$ cat config.mk
export PLATFORM = sky130hd
export DESIGN_NAME = string_led_multi_serializer
export DESIGN_NICKNAME = d
export VERILOG_FILES = /design/src/rtl/string_led_multi_serializer.sv
export SDC_FILE = /design/constraint.sdc
export NUM_CORES = 2
export LEC_CHECK = 0
export ABC_AREA = 1
export CAP_MARGIN = 30
export CORE_MARGIN = 2
export CORE_UTILIZATION = 60
export DETAILED_ROUTE_END_ITERATION = 12
export GPL_TIMING_DRIVEN = 0
export PLACE_DENSITY = 0.77
export SLEW_MARGIN = 20
export SYNTH_ARGS = -nofsm -noshare
export SYNTH_HDL_FRONTEND = slang
export SYNTH_SLANG_ARGS = --single-unit
$ cat constraint.sdc
create_clock -name clk -period 4.6 [get_ports clk]
set_input_delay 0.69 -clock clk [delete_from_list [all_inputs] [get_ports clk]]
set_output_delay 0.69 -clock clk [all_outputs]
set_load 0.1 [all_outputs]
$ cat src/rtl/string_led_multi_serializer.sv
// Multi-channel WS2812-class LED string driver: per-channel pixel FIFO + IDLE/BIT/GAP serializer.
// Optional macro SLC_INVERT_EN adds cfg_invert to flip each channel's output polarity.
module string_led_multi_serializer #(
    parameter int NUM_CH     = 4,
    parameter int PIXEL_BITS = 24,
    parameter int FIFO_DEPTH = 8,
    parameter int CNT_W      = 16,
    localparam int CH_W      = (NUM_CH > 1) ? $clog2(NUM_CH) : 1
) (
    input  logic                  clk,
    input  logic                  rst_n,
    input  logic                  enable,
    input  logic [CNT_W-1:0]      cfg_t0h,
    input  logic [CNT_W-1:0]      cfg_t1h,
    input  logic [CNT_W-1:0]      cfg_tbit,
    input  logic [CNT_W-1:0]      cfg_treset,
`ifdef SLC_INVERT_EN
    input  logic [NUM_CH-1:0]     cfg_invert,
`endif
    input  logic                  px_valid,
    output logic                  px_ready,
    input  logic [CH_W-1:0]       px_ch,
    input  logic [PIXEL_BITS-1:0] px_data,
    input  logic                  px_last,
    input  logic [NUM_CH-1:0]     underrun_clr,
    output logic [NUM_CH-1:0]     led_o,
    output logic [NUM_CH-1:0]     busy,
    output logic [NUM_CH-1:0]     underrun
);
    localparam int AW  = $clog2(FIFO_DEPTH);
    localparam int BCW = (PIXEL_BITS > 1) ? $clog2(PIXEL_BITS) : 1;

    typedef enum logic [1:0] {S_IDLE, S_BIT, S_GAP} state_t;

    logic [CNT_W-1:0]  w_tbit, w_t0h, w_t1h, w_treset;
    logic [NUM_CH-1:0] w_full;
    logic              w_ch_ok;

    // Sanitised timing; each channel latches a copy when a frame starts.
    always_comb begin
        w_tbit   = (cfg_tbit < CNT_W'(2)) ? CNT_W'(2) : cfg_tbit;
        w_t0h    = (cfg_t0h == '0) ? CNT_W'(1) :
                   (cfg_t0h > w_tbit - CNT_W'(1)) ? w_tbit - CNT_W'(1) : cfg_t0h;
        w_t1h    = (cfg_t1h == '0) ? CNT_W'(1) :
                   (cfg_t1h > w_tbit - CNT_W'(1)) ? w_tbit - CNT_W'(1) : cfg_t1h;
        w_treset = (cfg_treset == '0) ? CNT_W'(1) : cfg_treset;
    end

    assign w_ch_ok  = (int'(px_ch) < NUM_CH);
    assign px_ready = w_ch_ok ? ~w_full[px_ch] : 1'b1;

    for (genvar g = 0; g < NUM_CH; g++) begin : g_ch
        logic [PIXEL_BITS:0]   r_mem [FIFO_DEPTH];
        logic [AW:0]           r_wp, r_rp;
        state_t                r_state;
        logic [PIXEL_BITS-1:0] r_shift;
        logic                  r_last, r_led, r_und;
        logic [BCW-1:0]        r_bcnt;
        logic [CNT_W-1:0]      r_cnt, r_tbit, r_t0h, r_t1h, r_treset;
        logic                  w_empty, w_push, w_pop, w_bit_end, w_px_end, w_line, w_und_set;
        logic [PIXEL_BITS:0]   w_head;

        assign w_empty   = (r_wp == r_rp);
        assign w_full[g] = (r_wp[AW-1:0] == r_rp[AW-1:0]) && (r_wp[AW] != r_rp[AW]);
        assign w_push    = px_valid && w_ch_ok && (int'(px_ch) == g) && !w_full[g];
        assign w_head    = r_mem[r_rp[AW-1:0]];
        assign w_bit_end = (r_state == S_BIT) && (r_cnt == r_tbit - CNT_W'(1));
        assign w_px_end  = w_bit_end && (r_bcnt == '0) && !r_last;
        // A non-last pixel chains straight into the next one when data is waiting.
        assign w_pop     = ((r_state == S_IDLE) && enable && !w_empty) || (w_px_end && !w_empty);
        assign w_und_set = w_px_end && w_empty;
        assign w_line    = (r_state == S_BIT) &&
                           (r_cnt < (r_shift[PIXEL_BITS-1] ? r_t1h : r_t0h));

        assign busy[g]     = (r_state != S_IDLE) || !w_empty;
        assign underrun[g] = r_und;
        assign led_o[g]    = r_led;

        always_ff @(posedge clk) begin
            if (w_push) r_mem[r_wp[AW-1:0]] <= {px_last, px_data};
        end

        always_ff @(posedge clk or negedge rst_n) begin
            if (!rst_n) begin
                r_state  <= S_IDLE;
                r_wp     <= '0;
                r_rp     <= '0;
                r_shift  <= '0;
                r_last   <= 1'b0;
                r_bcnt   <= '0;
                r_cnt    <= '0;
                r_tbit   <= CNT_W'(2);
                r_t0h    <= CNT_W'(1);
                r_t1h    <= CNT_W'(1);
                r_treset <= CNT_W'(1);
                r_led    <= 1'b0;
                r_und    <= 1'b0;
            end else begin
                if (w_push) r_wp <= r_wp + (AW+1)'(1);
                if (w_pop) begin
                    r_rp    <= r_rp + (AW+1)'(1);
                    r_shift <= w_head[PIXEL_BITS-1:0];
                    r_last  <= w_head[PIXEL_BITS];
                    r_bcnt  <= BCW'(PIXEL_BITS-1);
                end
                r_und <= (r_und & ~underrun_clr[g]) | w_und_set;
`ifdef SLC_INVERT_EN
                r_led <= w_line ^ cfg_invert[g];
`else
                r_led <= w_line;
`endif
                case (r_state)
                    S_IDLE: if (w_pop) begin
                        r_state  <= S_BIT;
                        r_cnt    <= '0;
                        r_tbit   <= w_tbit;
                        r_t0h    <= w_t0h;
                        r_t1h    <= w_t1h;
                        r_treset <= w_treset;
                    end
                    S_BIT: if (w_bit_end) begin
                        r_cnt <= '0;
                        if (r_bcnt != '0) begin
                            r_shift <= r_shift << 1;
                            r_bcnt  <= r_bcnt - BCW'(1);
                        end else if (!w_pop) begin
                            r_state <= S_GAP;
                        end
                    end else begin
                        r_cnt <= r_cnt + CNT_W'(1);
                    end
                    S_GAP: if (r_cnt == r_treset - CNT_W'(1)) begin
                        r_state <= S_IDLE;
                        r_cnt   <= '0;
                    end else begin
                        r_cnt <= r_cnt + CNT_W'(1);
                    end
                    default: r_state <= S_IDLE;
                endcase
            end
        end
    end
endmodule

==> results.toml <==
[floorplan]
std_cell_rows = 116
core_um2 = 99900
die_w_um = 321
dieArea_um2 = 103000
die_y_um = 321
ios = 112
start_util = 0.603

[clock_network]
insertion_delay_ns = 0.76
cts_tree = "yes"
clockBufferDepth = 3
cts.clk_slew.worst_paths_ns = 0.07
cts_buffers = 136
cts_sinks = 1288
cts_root_buffer = "clkbuf_16"
cts_max_level = 4

[finish]
multiInputGateArea_um2 = 21700
nets = 6455
utilization = 0.690
design_area_um2 = 68900
fillers = 7246
drive_gt1_frac = 0.0835
area.growth.synth_to_final_pct = 14.5
regArea_um2 = 36300

[worst_setup_path]
critPathBufInv = 5
max_stage_delay_ns = 0.64
cpLargestDelayFamily = "simple AND/OR/NAND/NOR gates"
crit_top_cell = "nand2_1"
cp-start-kind = "primary input"
cp_slowest_cell = "clkdlybuf4s50_1"
worstSetupPathType = "in -> reg"
critPathMaxFanout = 10
endpoint_kind = "flip-flop"
arrival_ns = 5.09
required_ns = 5.23

[grt]
grt_pass1_wl_um = 271000
grt_use_met1 = 0.453
track_usage = 0.349
antenna_found_initial = 3
gr-total-overflow = 0
grt.busiest_layer = "met2"
gr-usage-met3 = 0.0627
grt_pass1_vias = 45599
use_met2 = 0.556
grt_max_degree = 96

[yosys]
yosysTopAreaCellShare = 0.399
ys_seq_area_frac = 0.602
yosys.cell_types.count = 60
synthTopCellsByArea = "edfxtp_1, dfrtp_1, nand2_1, o21ai_0, nor2_1"
syn_area_um2 = 60200
yosysTopAreaCell = "edfxtp_1"
syn_area_per_cell_um2 = 10.2
synthTopCellsByCount = "nand2_1, edfxtp_1, nor2_1"
synth_edf_count = 800
post_synth_inst_count = 5923
async_flop_share = 0.379
syn-num-nets = 6151
ys_warn_count = 0
synth.most_common_cell = "nand2_1"
synth_seq_cells = 1288
synthFlopType = "edfxtp_1"

[timing]
max_freq_mhz = 224
slew_viol_final = 0
slew_headroom = 0.288
final-setup-viol-count = 0
finalClockSkew_ns = 0.0351
holdWs_ns = 0.164
period_share = 0.970
rsz0062_at_grt = "yes"
min_period_ns = 4.46
timing.setup.tns_ns = 0
worstMarginPinSlew_ns = 1.07
hold_viol = 0

[pwr]
p_total_w = 0.0432
peakVddDrop_uv = 528
power.density_nw_per_um2 = 627
power.leakage_nw = 27.4

[detailed_routing]
drcViolationCount = 0
viasPerCell = 6.17
dr.pass1.iters = 7
totalWireLength_um = 179000
drtIter0Drc = 5870
antenna_left = 0
vias = 47061
wire_per_inst_um = 23.5

[min_path]
hold_path_class = "in -> reg"

[placed_design]
dpl_cell_area_um2 = 64200
io_buffers = 106
dpl.hpwl_um = 124000
gp_congestion = 1.06

[outcome]
status = "completed"

[flow_run]
maxCapViolCount = 0
-- power breakdown --
group          internal, W  switching [W]
registers           0.0144        0.00154
logic              0.00515         0.0109
clock network      0.00656        0.00465
total               0.0261         0.0171
-- layout by cell type, fill, tap and decap left out, types with 78 or more instances in the layout --
master     count
nand2_1     1294
edfxtp_1     800
o21ai_0      545
nor2_1       541
dfrtp_1      472
inv_1        320
clkbuf_1     247
nand3_1      220
xor2_1       193
nand4_1      188
a21oi_1      163
clkbuf_16    138
ha_1         129
o22ai_1      110
buf_2         83
xnor2_1       78
-- sequential cells by signal (all words and copies together) (netlist names), 20 cells and up --
signal,flops
g_ch.r_mem,800
g_ch.r_t0h,64
g_ch.r_shift,96
g_ch.r_tbit,64
g_ch.r_bcnt,20
g_ch.r_t1h,64
g_ch.r_treset,64
g_ch.r_cnt,64
-- worst reg2reg max path, cell delays in order, from the launching register on --
cell	delay [ns]
dfrtp_1	0.42
inv_1	0.12
ha_1	0.23
nand3_1	0.20
nor2_1	0.31
nand3b_1	0.12
nand2_1	0.07
nand2_1	0.05
nor2_1	0.09
nand3_1	0.11
nor2_1	0.49
nand4_1	0.52
nand2_1	0.21
nand2_2	0.21
nor2_4	0.30
buf_1	0.40
nand4_1	0.24
nand2_1	0.12
-- routing by layer --
layer  vias to the layer above  wire, um  share of wire
li1                      21232         -              -
met1                     22738     67500           0.38
met2                      2577     83500           0.47
met3                       512     16500          0.092
met4                         2     11600          0.065
met5                         -        13       0.000073
-- path summary, 6_finish.rpt --
check,from,to,slack (ns),depth (start not counted)
setup reg to reg,g_ch[0].r_tbit[0]$_DFFE_PN0P_,g_ch[0].r_t1h[10]$_DFFE_PN0P_,0.33,17
hold reg to reg,g_ch[0].r_t1h[0]$_DFFE_PN1P_,g_ch[0].r_t1h[0]$_DFFE_PN1P_,0.47,2
min in group asynchronous,rst_n,g_ch[0].r_treset[4]$_DFFE_PN0P_,0.48,2
setup / recovery,cfg_tbit[12],g_ch[0].r_t1h[7]$_DFFE_PN0P_,0.14,25
hold / removal,px_data[14],g_ch[1].r_mem[5][14]$_DFFE_PP_,0.16,1
max in group asynchronous,rst_n,g_ch[3].r_treset[0]$_DFFE_PN1P_,2.39,5
-- logic make-up (layout without fill, tap and decap cells) --
logic type,count (synthesis),after routing,synth area share
XOR/XNOR,275,275,0.0404
other,0,1,0
multiplexers,60,60,0.00997
buffers and inverters,654,1063,0.0437
AND/OR/NAND/NOR,2474,2474,0.176
flip-flops,1288,1288,0.602
AO/OA/AOI/OAI,1043,1043,0.102
adder cells (fa/ha/maj),129,129,0.0268
-- area by class of cell --
type	count	share of cell area
Multi-Input combinational cell	3981	0.315
Timing Repair Buffer	166	0.0309
Sequential cell	1288	0.526
Buffer	327	0.0204
Tap cell	1298	0.0236
Inverter	327	0.0178
Antenna cell	1	0.0000363
Clock inverter	68	0.0124
Clock buffer	175	0.0541
-- repair_timing --
item                                    CTS  global route
hold buffers                              1             0
resized for setup                        10            28
endpoints found under the hold margin    59             0
endpoints found under the setup margin  128           129
buffers inserted                          0             3
pin swaps                                 0             6
-- per-stage QoR --
stage | std cells | setup slack, ns
2_1_floorplan | 5923 | 0.815
3_3_place_gp | 7327 | -19.16
3_5_place_dp | 7383 | -1.49
4_1_cts | 7627 | 0.00970
5_1_grt | 7630 | -0.0172
6_report | 7631 | 0.137
No activity file was read; power rests on OpenSTA's default activity.
